File: src/rtl/cmd_frame_pkg.sv
// Shared definitions for the RS422 command link frame (transmit and receive sides).
// Latency: n/a (constants, state encodings and the checksum helper only).
// Backpressure: n/a.
package cmd_frame_pkg;

    localparam logic [7:0] HDR0_DEF    = 8'hEB;
    localparam logic [7:0] HDR1_DEF    = 8'h90;
    localparam int         FRAME_BYTES = 8;

    // Frame-level sequencing: LEAD and TRAIL are driver guard bit-times.
    typedef enum logic [1:0] {
        FR_IDLE,
        FR_LEAD,
        FR_BYTES,
        FR_TRAIL
    } frame_state_t;

    // Per-byte 8N1 phases.
    typedef enum logic [1:0] {
        BT_IDLE,
        BT_START,
        BT_DATA,
        BT_STOP
    } byte_state_t;

    // Checksum covers CMD and the four data bytes; the header is excluded.
    function automatic logic [7:0] frame_chk(input logic [7:0] cmd, input logic [31:0] data);
        logic [7:0] sum;
        sum = cmd + data[31:24] + data[23:16] + data[15:8] + data[7:0];
        return sum;
    endfunction

endpackage

File: src/rtl/command_tx_frame_if.sv
// Command handshake between a requester and the frame transmitter.
// Latency: n/a (wires only).
// Backpressure: none; requests while busy are dropped and flagged by the transmitter.
interface command_tx_frame_if;

    logic        command_tx_ready;
    logic [7:0]  command_tx;
    logic [31:0] data_field_tx;
    logic        command_tx_status;
    logic        command_tx_over;
    logic        command_tx_drop;

    modport master (
        output command_tx_ready,
        output command_tx,
        output data_field_tx,
        input  command_tx_status,
        input  command_tx_over,
        input  command_tx_drop
    );

    modport slave (
        input  command_tx_ready,
        input  command_tx,
        input  data_field_tx,
        output command_tx_status,
        output command_tx_over,
        output command_tx_drop
    );

endinterface

File: src/rtl/uart_tx_byte.sv
// 8N1 byte serialiser paced by the uart_clk enable: start bit, 8 data bits LSB first, stop bit.
// Latency: di changes the cycle after load; done fires on the edge that ends the stop bit.
// Backpressure: load is taken only when idle or in the done cycle, so bytes chain without gaps.
module uart_tx_byte
    import cmd_frame_pkg::*;
#(
    parameter int BIT_TICKS = 16
) (
    input  logic       clk,
    input  logic       rst,
    input  logic       uart_clk,
    input  logic       load,
    input  logic [7:0] byte_dat,
    output logic       busy,
    output logic       done,
    output logic       di
);

    byte_state_t state, state_nxt;
    logic [7:0]  tick_cnt, tick_nxt;
    logic [2:0]  bit_cnt, bit_nxt;
    logic [7:0]  sh, sh_nxt;
    logic        di_q, di_nxt;
    logic        tick_end;

    assign tick_end = uart_clk && (tick_cnt == 8'(BIT_TICKS - 1));
    assign busy     = (state != BT_IDLE);
    assign done     = (state == BT_STOP) && tick_end;
    assign di       = di_q;

    // Phase sequencing and the registered value of the line for the next cycle.
    always_comb begin
        state_nxt = state;
        tick_nxt  = tick_cnt;
        bit_nxt   = bit_cnt;
        sh_nxt    = sh;
        di_nxt    = di_q;
        if (busy && uart_clk) begin
            tick_nxt = tick_end ? 8'd0 : tick_cnt + 8'd1;
        end
        case (state)
            BT_IDLE: state_nxt = BT_IDLE;
            BT_START: begin
                if (tick_end) begin
                    state_nxt = BT_DATA;
                    bit_nxt   = 3'd0;
                    di_nxt    = sh[0];
                end
            end
            BT_DATA: begin
                if (tick_end) begin
                    if (bit_cnt == 3'd7) begin
                        state_nxt = BT_STOP;
                        di_nxt    = 1'b1;
                    end else begin
                        bit_nxt = bit_cnt + 3'd1;
                        sh_nxt  = {1'b0, sh[7:1]};
                        di_nxt  = sh[1];
                    end
                end
            end
            BT_STOP: begin
                if (tick_end) begin
                    state_nxt = BT_IDLE;
                    di_nxt    = 1'b1;
                end
            end
            default: state_nxt = BT_IDLE;
        endcase
        // A new byte overrides the end of the stop bit so there is no idle gap.
        if (load && (!busy || done)) begin
            state_nxt = BT_START;
            tick_nxt  = 8'd0;
            bit_nxt   = 3'd0;
            sh_nxt    = byte_dat;
            di_nxt    = 1'b0;
        end
    end

    // State and datapath registers; the line idles high.
    always_ff @(posedge clk) begin
        if (rst) begin
            state    <= BT_IDLE;
            tick_cnt <= 8'd0;
            bit_cnt  <= 3'd0;
            sh       <= 8'd0;
            di_q     <= 1'b1;
        end else begin
            state    <= state_nxt;
            tick_cnt <= tick_nxt;
            bit_cnt  <= bit_nxt;
            sh       <= sh_nxt;
            di_q     <= di_nxt;
        end
    end

endmodule

File: src/rtl/command_tx_frame.sv
// RS422 command frame transmitter: HDR0 HDR1 CMD D3..D0 CHK, 8N1, with DE/RE_n guard bit-times.
// Latency: status/de high the cycle after acceptance; frame spans 82 bit-times; over one cycle after.
// Backpressure: none; a request while busy (or in the over cycle) is ignored and pulses drop.
module command_tx_frame
    import cmd_frame_pkg::*;
#(
    parameter int         BIT_TICKS = 16,
    parameter logic [7:0] HDR0      = HDR0_DEF,
    parameter logic [7:0] HDR1      = HDR1_DEF
) (
    input  logic                      clk,
    input  logic                      rst,
    input  logic                      uart_clk,
    command_tx_frame_if.slave         cmd_if,
    output logic                      uart_chip_de,
    output logic                      uart_chip_re_n,
    output logic                      uart_chip_di
);

    frame_state_t state, state_nxt;
    logic [7:0]   tick_cnt, tick_nxt;
    logic [2:0]   byte_idx, byte_idx_nxt;
    logic [7:0]   cmd_q, cmd_nxt;
    logic [31:0]  data_q, data_nxt;
    logic [7:0]   chk_q, chk_nxt;
    logic         de_q, de_nxt;
    logic         status_q, status_nxt;
    logic         over_q, over_nxt;
    logic         drop_q, drop_nxt;
    logic         tick_end;
    logic         req_busy;
    logic         load_byte;
    logic [2:0]   load_idx;
    logic [7:0]   load_dat;
    logic         tx_busy;
    logic         tx_done;

    assign tick_end = uart_clk && (tick_cnt == 8'(BIT_TICKS - 1));
    // The completion cycle still counts as busy so a new frame only starts from a settled IDLE.
    assign req_busy = (state != FR_IDLE) || over_q;

    // Frame sequencing, command latch and registered pin/handshake values.
    always_comb begin
        state_nxt    = state;
        tick_nxt     = tick_cnt;
        byte_idx_nxt = byte_idx;
        cmd_nxt      = cmd_q;
        data_nxt     = data_q;
        chk_nxt      = chk_q;
        de_nxt       = de_q;
        status_nxt   = status_q;
        over_nxt     = 1'b0;
        drop_nxt     = cmd_if.command_tx_ready && req_busy;
        load_byte    = 1'b0;
        load_idx     = byte_idx;
        if (((state == FR_LEAD) || (state == FR_TRAIL)) && uart_clk) begin
            tick_nxt = tick_end ? 8'd0 : tick_cnt + 8'd1;
        end
        case (state)
            FR_IDLE: begin
                if (cmd_if.command_tx_ready && !req_busy) begin
                    state_nxt    = FR_LEAD;
                    tick_nxt     = 8'd0;
                    byte_idx_nxt = 3'd0;
                    cmd_nxt      = cmd_if.command_tx;
                    data_nxt     = cmd_if.data_field_tx;
                    chk_nxt      = frame_chk(cmd_if.command_tx, cmd_if.data_field_tx);
                    de_nxt       = 1'b1;
                    status_nxt   = 1'b1;
                end
            end
            FR_LEAD: begin
                if (tick_end) begin
                    state_nxt    = FR_BYTES;
                    load_byte    = 1'b1;
                    load_idx     = 3'd0;
                    byte_idx_nxt = 3'd0;
                end
            end
            FR_BYTES: begin
                if (tx_done) begin
                    if (byte_idx == 3'(FRAME_BYTES - 1)) begin
                        state_nxt = FR_TRAIL;
                        tick_nxt  = 8'd0;
                    end else begin
                        load_byte    = 1'b1;
                        load_idx     = byte_idx + 3'd1;
                        byte_idx_nxt = byte_idx + 3'd1;
                    end
                end
            end
            FR_TRAIL: begin
                if (tick_end) begin
                    state_nxt    = FR_IDLE;
                    byte_idx_nxt = 3'd0;
                    de_nxt       = 1'b0;
                    status_nxt   = 1'b0;
                    over_nxt     = 1'b1;
                end
            end
            default: state_nxt = FR_IDLE;
        endcase
    end

    // Frame byte selected for the serialiser.
    always_comb begin
        load_dat = HDR0;
        case (load_idx)
            3'd0: load_dat = HDR0;
            3'd1: load_dat = HDR1;
            3'd2: load_dat = cmd_q;
            3'd3: load_dat = data_q[31:24];
            3'd4: load_dat = data_q[23:16];
            3'd5: load_dat = data_q[15:8];
            3'd6: load_dat = data_q[7:0];
            3'd7: load_dat = chk_q;
            default: load_dat = HDR0;
        endcase
    end

    // State and output registers; reset returns the pins to receive mode mid-frame too.
    always_ff @(posedge clk) begin
        if (rst) begin
            state    <= FR_IDLE;
            tick_cnt <= 8'd0;
            byte_idx <= 3'd0;
            cmd_q    <= 8'd0;
            data_q   <= 32'd0;
            chk_q    <= 8'd0;
            de_q     <= 1'b0;
            status_q <= 1'b0;
            over_q   <= 1'b0;
            drop_q   <= 1'b0;
        end else begin
            state    <= state_nxt;
            tick_cnt <= tick_nxt;
            byte_idx <= byte_idx_nxt;
            cmd_q    <= cmd_nxt;
            data_q   <= data_nxt;
            chk_q    <= chk_nxt;
            de_q     <= de_nxt;
            status_q <= status_nxt;
            over_q   <= over_nxt;
            drop_q   <= drop_nxt;
        end
    end

    uart_tx_byte #(.BIT_TICKS(BIT_TICKS)) u_tx_byte (
        .clk      (clk),
        .rst      (rst),
        .uart_clk (uart_clk),
        .load     (load_byte),
        .byte_dat (load_dat),
        .busy     (tx_busy),
        .done     (tx_done),
        .di       (uart_chip_di)
    );

    // A byte is only handed over when the serialiser is idle or finishing its stop bit.
    assert property (@(posedge clk) disable iff (rst) load_byte |-> (!tx_busy || tx_done));

    // RE_n shares the DE flop so the receiver is off whenever the driver is on.
    assign uart_chip_de               = de_q;
    assign uart_chip_re_n             = de_q;
    assign cmd_if.command_tx_status   = status_q;
    assign cmd_if.command_tx_over     = over_q;
    assign cmd_if.command_tx_drop     = drop_q;

endmodule

File: src/flat_wrapper.sv
// flat-port wrapper written by rule: the top's interface ports become plain ports
module command_tx_frame_flat import cmd_frame_pkg::*;
#(
    parameter int         BIT_TICKS = 16,
    parameter logic [7:0] HDR0      = HDR0_DEF,
    parameter logic [7:0] HDR1      = HDR1_DEF
)
  (clk, rst, uart_clk, uart_chip_de, uart_chip_re_n, uart_chip_di, cmd_if_command_tx_ready, cmd_if_command_tx, cmd_if_data_field_tx, cmd_if_command_tx_status, cmd_if_command_tx_over, cmd_if_command_tx_drop);
  command_tx_frame_if cmd_if_i ();
  input  logic clk;
  input  logic rst;
  input  logic uart_clk;
  output logic uart_chip_de;
  output logic uart_chip_re_n;
  output logic uart_chip_di;
  input wire logic [$bits(cmd_if_i.command_tx_ready)-1:0] cmd_if_command_tx_ready;
  input wire logic [$bits(cmd_if_i.command_tx)-1:0] cmd_if_command_tx;
  input wire logic [$bits(cmd_if_i.data_field_tx)-1:0] cmd_if_data_field_tx;
  output wire logic [$bits(cmd_if_i.command_tx_status)-1:0] cmd_if_command_tx_status;
  output wire logic [$bits(cmd_if_i.command_tx_over)-1:0] cmd_if_command_tx_over;
  output wire logic [$bits(cmd_if_i.command_tx_drop)-1:0] cmd_if_command_tx_drop;
  assign cmd_if_i.command_tx_ready = cmd_if_command_tx_ready;
  assign cmd_if_i.command_tx = cmd_if_command_tx;
  assign cmd_if_i.data_field_tx = cmd_if_data_field_tx;
  assign cmd_if_command_tx_status = cmd_if_i.command_tx_status;
  assign cmd_if_command_tx_over = cmd_if_i.command_tx_over;
  assign cmd_if_command_tx_drop = cmd_if_i.command_tx_drop;
  command_tx_frame #(.BIT_TICKS(BIT_TICKS), .HDR0(HDR0), .HDR1(HDR1)) u_core (.clk(clk), .rst(rst), .uart_clk(uart_clk), .cmd_if(cmd_if_i), .uart_chip_de(uart_chip_de), .uart_chip_re_n(uart_chip_re_n), .uart_chip_di(uart_chip_di));
endmodule
File: config.mk
export PLATFORM = sky130hd
export DESIGN_NAME = command_tx_frame_flat
export DESIGN_NICKNAME = d
export VERILOG_FILES = /design/src/rtl/cmd_frame_pkg.sv /design/src/rtl/command_tx_frame_if.sv /design/src/rtl/uart_tx_byte.sv /design/src/rtl/command_tx_frame.sv /design/src/flat_wrapper.sv
export SDC_FILE = /design/constraint.sdc
export NUM_CORES = 1
export LEC_CHECK = 0
export BUFFER_PORTS_ARGS = -buffer_cell sky130_fd_sc_hd__buf_2
export CORE_ASPECT_RATIO = 0.6
export CORE_UTILIZATION = 29
export DETAILED_ROUTE_END_ITERATION = 8
export PLACE_DENSITY = 0.47
export SLEW_MARGIN = 40
export SYNTH_ARGS = -nofsm -noshare
export SYNTH_HDL_FRONTEND = slang
export SYNTH_SLANG_ARGS = --single-unit
File: constraint.sdc
create_clock -name clk -period 7.55 [get_ports clk]
set_input_delay 0.755 -clock clk [delete_from_list [all_inputs] [get_ports clk]]
set_output_delay 0.755 -clock clk [all_outputs]
set_load 0.1 [all_outputs]
Yosys cells after proc, flatten, opt, wreduce, memory -nomap -nowiden
Index checks and enable logic that the tools add are counted.
{"block": "totals", "reg_bits": 86, "out_inout_bits": 6, "word_cells": 137}
{"block": "op_classes", "addsub": 8, "n_eq_ne": 32, "n_mux": 47, "n_bitwise": 1, "reduce_logical": 34}
{"operator": "$mux W8", "count": 10}
{"operator": "$pmux W8 S8", "count": 1}
{"operator": "$add A8 B8 Y8", "count": 4}
{"operator": "$mux W3", "count": 7}
{"operator": "$eq A3 B3 Y1 const B", "count": 6}
{"operator": "$mux W2", "count": 9}
{"operator": "$add A8 B1 Y8 const B", "count": 2}
{"operator": "$eq A8 B4 Y1 const B", "count": 2}
{"operator": "$pmux W2 S4", "count": 2}
{"operator": "$pmux W8 S2", "count": 1}
{"operator": "$reduce_and A4 Y1", "count": 4}
{"operator": "$ne A2 B2 Y1 const B", "count": 6}
{"operator": "$pmux W3 S2", "count": 2}
{"operator": "$reduce_bool A2 Y1", "count": 6}
{"operator": "$mux W1", "count": 11}
{"operator": "$ne A2 B1 Y1 const B", "count": 5}
{"operator": "$ne A3 B3 Y1 const B", "count": 3}
{"operator": "$pmux W3 S3", "count": 1}
{"operator": "$eq A2 B2 Y1 const B", "count": 4}
{"operator": "$logic_and A1 B1 Y1", "count": 8}
{"operator": "$add A3 B1 Y3 const B", "count": 2}
{"operator": "$eq A3 B2 Y1 const B", "count": 2}
{"operator": "$reduce_and A3 Y1", "count": 2}
{"operator": "$reduce_or A2 Y1", "count": 3}
{"operator": "13 further kinds", "count": 19}

Longest topological paths before layout
Gate-level depths: netlist (run 1).
{"block": "depth", "depth_word": 8, "depth_mapped": 15, "ltp_nobuf": 15}

Cells and area by module
Synthesis (run 1) repeated with hierarchy kept, for this count alone.
{"block": "hier_totals", "hier_cells": 680, "hier_area_um2": 5506.5}
{"module": "command_tx_frame", "instances": 1, "cells_per_inst": 544, "area_each_um2": 4327.9, "seq_area_each_um2": 1281.2}
{"module": "uart_tx_byte", "instances": 1, "cells_per_inst": 136, "area_each_um2": 1178.6, "seq_area_each_um2": 440.4}

Worst setup path before layout (run 1)
Ideal clock, no wire load.
{"block": "synth_path", "path_type": "input port to flip-flop", "startpoint": "input port cmd_if_data_field_tx[1]", "endpoint": "register u_core.chk_q[7]", "setup_time_ns": 0.086, "arrival_ns": 3.651, "required_time_ns": 7.464, "setup_slack_ns": 3.814, "path_stages": 15, "path_buffers": 0, "path_cell_list": "inv_1 -> fa_1 -> fa_1 -> fa_1 -> inv_1 -> ha_1 -> inv_1 -> fa_1 -> nor2b_1 -> o21ai_0 -> nand2b_1 -> a21o_1 -> a21oi_1 -> xnor2_1 -> a211oi_1"}
{"block": "synth_via", "elab_chain_cells": 1}
{"element": "from (decl)", "line_no": "flat_wrapper.sv:18", "source": "input wire logic [$bits(cmd_if_i.data_field_tx)-1:0] cmd_if_data_field_tx;"}
{"element": "$add A8 B8 Y8", "line_no": "cmd_frame_pkg.sv:29", "source": "sum = cmd + data[31:24] + data[23:16] + data[15:8] + data[7:0];"}
{"element": "to (signal assigned)", "line_no": "command_tx_frame.sv:140", "source": "chk_q <= chk_nxt;"}
{"element": "to (decl)", "line_no": "command_tx_frame.sv:25", "source": "logic [7:0] chk_q, chk_nxt;"}
Every way passes these cells.
A chain may end at the register's enable or synchronous reset.

Final worst setup path (run 1)
{"block": "layout_path", "startpoint": "input port cmd_if_data_field_tx[2]", "endpoint": "register u_core.chk_q[6]"}
Same word-level chain as after synthesis.

==> run metrics, run 1 <==
synth-to-layout area growth 13.8%; starting density of the core 0.298; Critical Path AT 4040 ps; antenna violations before repair 0; Seq cells post-synth 86; CTS tree built; Top FF cell, synth dfxtp_1; pwr dens 269 nW/um^2; grt total ovfl 0; Tightest Hold Check Type register to register; H-tree level count 3; endpoints failing hold 0; remaining antenna violation count 0; chip height 105 um; violation count after the first detailed-routing iteration 255; crit-path max cell delay 560 ps; post-route cell area 5850 sq um; die width 174 um; Setup TNS 0 ps; f_max 265 MHz; crit path max fanout 2; first-pass GRT wire length 23.6 mm; Final min period 3780 ps; core area 17200 sq um; WL per Instance 15.3 um; final WL 14.1 mm; WS Path Type input pin to register; Mapped Cells 653; largest net degree at the start of global routing 64; CTS root buf clkbuf_16; total global-route track usage 0.165; CTS Buf Count 9; max-cap viol count 0; Multi-input gate area 3050 sq um; Pleak 2.39 nW; detailed placement HPWL 10.6 mm; # hold bufs at CTS 0; DRC violation count after routing 0; drt first pass iters 5; Post-Route Utilization 0.339; sequential-to-total area share from yosys stat 0.335; Antenna diodes 0; Final Power 1.57 mW; Crit. Startpoint cmd_if_data_field_tx[2]; worst r2r path cells 8; Clock Latency Late Sink 340 ps; Hold Crit Start u_core.cmd_q[4]; worst r2r src u_core.u_tx_byte.state[1]; post-CTS setup buffer count 0; EDFF count, synth 0; Tcrit/Tclk final 0.500; routability cong. 0.796; DR vias/cell 4.85; # rows 37; peak supply drop 94.1 uV; ys async rst share 0; slowest CP cell fa_1; register area 1720 sq um; Relative slew margins 0.451; I/O pin total 50; Placed Area 5540 sq um; Synthesized Nets 739; Layout Nets 767; Via Count 4459; CP required 7810 ps; RSZ-0062 raised after global routing no; CTS sink count 86; most frequent cells in the layout nand2_1 (126), dfxtp_1 (86), a21oi_1 (76), inv_1 (55), nor2_1 (50); syn_area_per_cell 7.87 sq um; Worst setup SP type input pin; Clock Path Buffers 2; Top cell by count, worst path inv_1; Port Buf Inserts 49; Die ar. 18300 sq um; Worst-path clk slew 60 ps; most common cell after layout, fill and taps aside nand2_1; status finished, final reports clean; count of cell types in the netlist 65; post_cts resized 0; Final Skew 9.01 ps; critical path endpoint category register; layout cell share with drive strength beyond 1 0.123; YS warnings 0; r2r setup slk 4520 ps; fill count 1860; Mapped Area 5140 sq um; FF-to-FF End u_core.u_tx_byte.sh[7]; final setup vio count 0; crit path cell chain buf_2, inv_1, fa_1, inv_1, fa_1, inv_1, fa_1, inv_1, ha_1, a21o_1, a21oi_1, o21bai_1, a21oi_1, xnor2_1, nand2_1, a21oi_1; Worst-Margin Slew 821 ps; Setup crit end u_core.chk_q[6]; final slew viol count 0; number of global-route vias before repair 4376
cells in the mapped netlist, types with 4 or more instances:
library cell  count  area share
nand2_1         126       0.092
dfxtp_1          86        0.34
a21oi_1          76       0.074
inv_1            55       0.040
nor2_1           50       0.037
clkbuf_1         23       0.017
ha_1             22       0.054
o21ai_0          22       0.021
nand3_1          21       0.020
fa_1             20       0.078
xnor2_1          14       0.024
xor2_1           10       0.017
a31oi_1           8      0.0097
and3_1            8      0.0097
nor2b_1           8      0.0097
mux2i_1           7       0.014
nand4_1           7      0.0085
nor3_1            7      0.0068
a211oi_1          6      0.0088
a21o_1            5      0.0073
buf_2             5      0.0049
a21boi_0          4      0.0058
a2bb2oi_1         4      0.0068
stage by stage:
step / setup WS (ps) / hold slack [ps] / instances
floorplan: 3810 / 428 / 653
global placement: 3490 / 441 / 904
detailed placement: 3440 / 449 / 904
CTS: 3800 / 460 / 919
global route: 3520 / 480 / 919
finish: 3770 / 459 / 919
final cells by class:
| type | count | area share |
|---|---|---|
| multi-input cells | 477 | 0.521 |
| flip-flops and latches | 86 | 0.295 |
| well taps | 234 | 0.0501 |
| repair buffers | 52 | 0.0458 |
| clock buffers | 12 | 0.0456 |
| inverters | 55 | 0.0353 |
| clock inverters | 3 | 0.00728 |
logic make-up (layout without fill, tap and decap cells):
| family | count (synthesis) | after routing | synth area share |
|---|---|---|---|
| buffers and inverters | 90 | 122 | 0.0723 |
| AO/OA/AOI/OAI | 155 | 155 | 0.185 |
| adder cells (fa/ha/maj) | 42 | 42 | 0.131 |
| multiplexers | 10 | 10 | 0.0202 |
| XOR/XNOR | 24 | 24 | 0.0409 |
| flip-flops | 86 | 86 | 0.335 |
| AND/OR/NAND/NOR | 246 | 246 | 0.215 |
report_power, final:
group | total, mW | internal (mW) | switching [mW]
logic | 0.543 | 0.189 | 0.354
registers | 0.562 | 0.518 | 0.0439
clock network | 0.470 | 0.281 | 0.188
sequential cells by signal, summed over array words and instances (netlist names), 3 cells and up:
| register | count |
|---|---|
| u_core.data_q | 32 |
| u_core.tick_cnt | 8 |
| u_core.byte_idx | 3 |
| u_core.chk_q | 8 |
| u_core.u_tx_byte.tick_cnt | 8 |
| u_core.u_tx_byte.bit_cnt | 3 |
| u_core.cmd_q | 8 |
| u_core.u_tx_byte.sh | 8 |
critical path: cells and delay by family:
kind                     cells  cell delay [ps]
buffers and inverters        5              330
XOR/XNOR                     1              140
adder cells (fa/ha/maj)      4             1890
AO/OA/AOI/OAI                5              860
AND/OR/NAND/NOR              1               70
how the worst min path moves through the flow:
stage,endpoint,slack [ps],cells past startpoint
after floorplan,u_core.chk_q[4],430,2
after global routing,u_core.data_q[5],480,2
final,u_core.cmd_q[4],460,2
after detailed placement,u_core.chk_q[6],450,2
after CTS,u_core.cmd_q[4],460,2
after global placement,u_core.chk_q[4],440,2
layer usage:
layer	up-vias	routed length, um	GRT usage	part of all wire
met1	2112	8180	0.264	0.58
met2	95	5130	0.212	0.36
met5	-	0	0	0
li1	2243	-	-	-
met3	9	660	0.0397	0.047
met4	0	94	0.0357	0.0067
(Power assumes the default switching activity.)
==> run 2, diff against run 1 <==
clock period = 3.6 ns   (was 7.55 ns; I/O delays follow)
==> run 2 against run 1 <==
Against the previous run: die area unchanged; wire length decreased by 0.88%; hold slack got worse by 200 ps; via count increased by 0.52%; sequential power increased by 110%.
==> run metrics, run 2 (synthesized netlist as in run 1, its figures left out) <==
status finished, final reports clean (unchanged); CTS Buf Count 9 (unchanged); Clock Latency Late Sink 350 ps (was 340 ps); CTS root buf clkbuf_16 (unchanged); DRC violation count after routing 0 (unchanged); Layout Nets 778 (was 767); worst r2r path cells 8 (unchanged); Antenna diodes 0 (unchanged); CTS tree built (unchanged); r2r setup slk 560 ps (was 4520 ps); fill count 1842 (was 1860); Tightest Hold Check Type input pin to register (was register to register); Placed Area 5640 sq um (was 5540 sq um); Pleak 2.44 nW (was 2.39 nW); die width 174 um (unchanged); Hold Crit Start cmd_if_data_field_tx[25] (was u_core.cmd_q[4]); remaining antenna violation count 0 (unchanged); antenna violations before repair 0 (unchanged); final cell count without fillers 931 (was 919); Port Buf Inserts 49 (unchanged); grt total ovfl 0 (unchanged); Worst-Margin Slew 743 ps (was 821 ps); CP required 3860 ps (was 7810 ps); pwr dens 567 nW/um^2 (was 269 nW/um^2); post-route cell area 5960 sq um (was 5850 sq um); DR vias/cell 4.81 (was 4.85); critical path endpoint category register (unchanged); Die ar. 18300 sq um (unchanged); max-cap viol count 0 (unchanged); Final Skew 12.6 ps (was 9.01 ps); Largest Register u_core.data_q (unchanged); Relative slew margins 0.505 (was 0.451); Clock Path Buffers 2 (unchanged); total global-route track usage 0.159 (was 0.165); # hold bufs at CTS 0 (unchanged); detailed placement HPWL 10.8 mm (was 10.6 mm); Via Count 4482 (was 4459); starting density of the core 0.298 (unchanged); cell internal pwr 2.15 mW (was 0.989 mW); FF-to-FF End u_core.u_tx_byte.sh[2] (was u_core.u_tx_byte.sh[7]); H-tree level count 3 (unchanged); post-CTS setup buffer count 0 (unchanged); most common cell after layout, fill and taps aside nand2_1 (unchanged); f_max 302 MHz; post_cts resized 0 (unchanged); peak supply drop 230 uV (was 94.1 uV); endpoints failing hold 0 (unchanged); layout cell share with drive strength beyond 1 0.136 (was 0.123); Switching Share 0.363 (was 0.372); CTS sink count 86 (unchanged); Critical Path AT 3570 ps (was 4040 ps); Post-Place Worst Slack -81.9 ps (was 3440 ps); Final Worst Setup Slack 287 ps (was 3770 ps); Net Switching 1.23 mW (was 0.586 mW); sequential share of power 0.349 (was 0.357); Logic pwr share 0.350 (was 0.345); I/O pin total 50 (unchanged); worst r2r src u_core.state[0] (was u_core.u_tx_byte.state[1]); # rows 37 (unchanged); synth-to-layout area growth 16.0% (was 13.8%); core area 17200 sq um (unchanged); final setup vio count 0 (unchanged); first-pass GRT wire length 22.8 mm (was 23.6 mm); routability cong. 0.801 (was 0.796); Tcrit/Tclk final 0.920; number of flip-flops in the largest register 32 (unchanged); hold_ws 263 ps (was 459 ps); Clk pwr share 0.302 (was 0.298); Worst setup SP type input pin (unchanged); crit path max fanout 2 (unchanged); cell total after placement 915 (was 904); RSZ-0062 raised after global routing no (unchanged); violation count after the first detailed-routing iteration 214 (was 255); WS Path Type input pin to register (unchanged); most frequent cells in the layout nand2_1 (126), dfxtp_1 (86), a21oi_1 (76), inv_1 (55), nor2_1 (50) (unchanged); Min-Delay Endpoint u_core.data_q[25] (was u_core.cmd_q[4]); drt first pass iters 4 (was 5); cell depth of the worst hold path 3 (was 2); chip height 105 um (unchanged); Worst-path clk slew 70 ps (was 60 ps); Final min period 3310 ps; final WL 13.9 mm (was 14.1 mm); number of global-route vias before repair 4307 (was 4376); WL per Instance 15.0 um (was 15.3 um); largest net degree at the start of global routing 51 (was 64); final slew viol count 0 (unchanged)
## run 2: area by class of cell
| type | instances | area (sq um) | area share |
|---|---|---|---|
| clock buffers | 11 | 243 | 0.0407 |
| clock inverters | 5 | 82.6 | 0.0138 |
| inverters | 55 | 206 | 0.0346 |
| multi-input cells | 477 | 3050 | 0.511 |
| flip-flops and latches | 86 | 1720 | 0.289 |
| well taps | 234 | 293 | 0.0491 |
| repair buffers | 63 | 370 | 0.0621 |
## run 2: worst max-delay path, stage by stage
cell	delay, ps
buf_2	90
inv_1	50
fa_1	560
fa_1	450
fa_1	470
inv_1	70
ha_1	160
inv_1	50
fa_1	390
nor2b_1	150
o21ai_0	100
nand2b_1	100
a21o_1	120
a21oi_1	70
xnor2_1	130
a211oi_1	230
## run 2: through the flow
stage | utilization | TNS, ps | total power, mW
after floorplan | - | 0 | 2.03
after global placement | 0.326 | -36.4 | 2.34
after detailed placement | 0.327 | -90.8 | 2.38
after CTS | 0.346 | 0 | 3.41
after global routing | 0.346 | 0 | 3.62
final | 0.346 | 0 | 3.38
## run 2: metal layers
metal	wire [um]	vias up	GRT usage
met5	0	-	0
met4	59	0	0.0320
met3	774	4	0.0408
met2	5180	110	0.206
met1	7920	2094	0.254
li1	-	2274	-
## run 2: how the worst max path moves through the flow
stage	to	startpoint	slack, ps
floorplan	u_core.chk_q[7]	cmd_if_data_field_tx[1]	260
finish	u_core.chk_q[7]	cmd_if_data_field_tx[1]	290
global route	u_core.chk_q[7]	cmd_if_data_field_tx[1]	100
CTS	u_core.chk_q[7]	cmd_if_data_field_tx[1]	280
global placement	u_core.chk_q[7]	cmd_if_data_field_tx[1]	-30
detailed placement	u_core.chk_q[7]	cmd_if_data_field_tx[1]	-80
## run 2: power by group through the flow
stage / Clock (mW) / Combinational (mW) / Sequential [mW]
6_report: 1.02 / 1.18 / 1.18
5_1_grt: 1.09 / 1.33 / 1.20
4_1_cts: 1.05 / 1.19 / 1.18
3_5_place_dp: 0 / 1.18 / 1.20
3_3_place_gp: 0 / 1.15 / 1.20
2_1_floorplan: 0 / 0.830 / 1.20
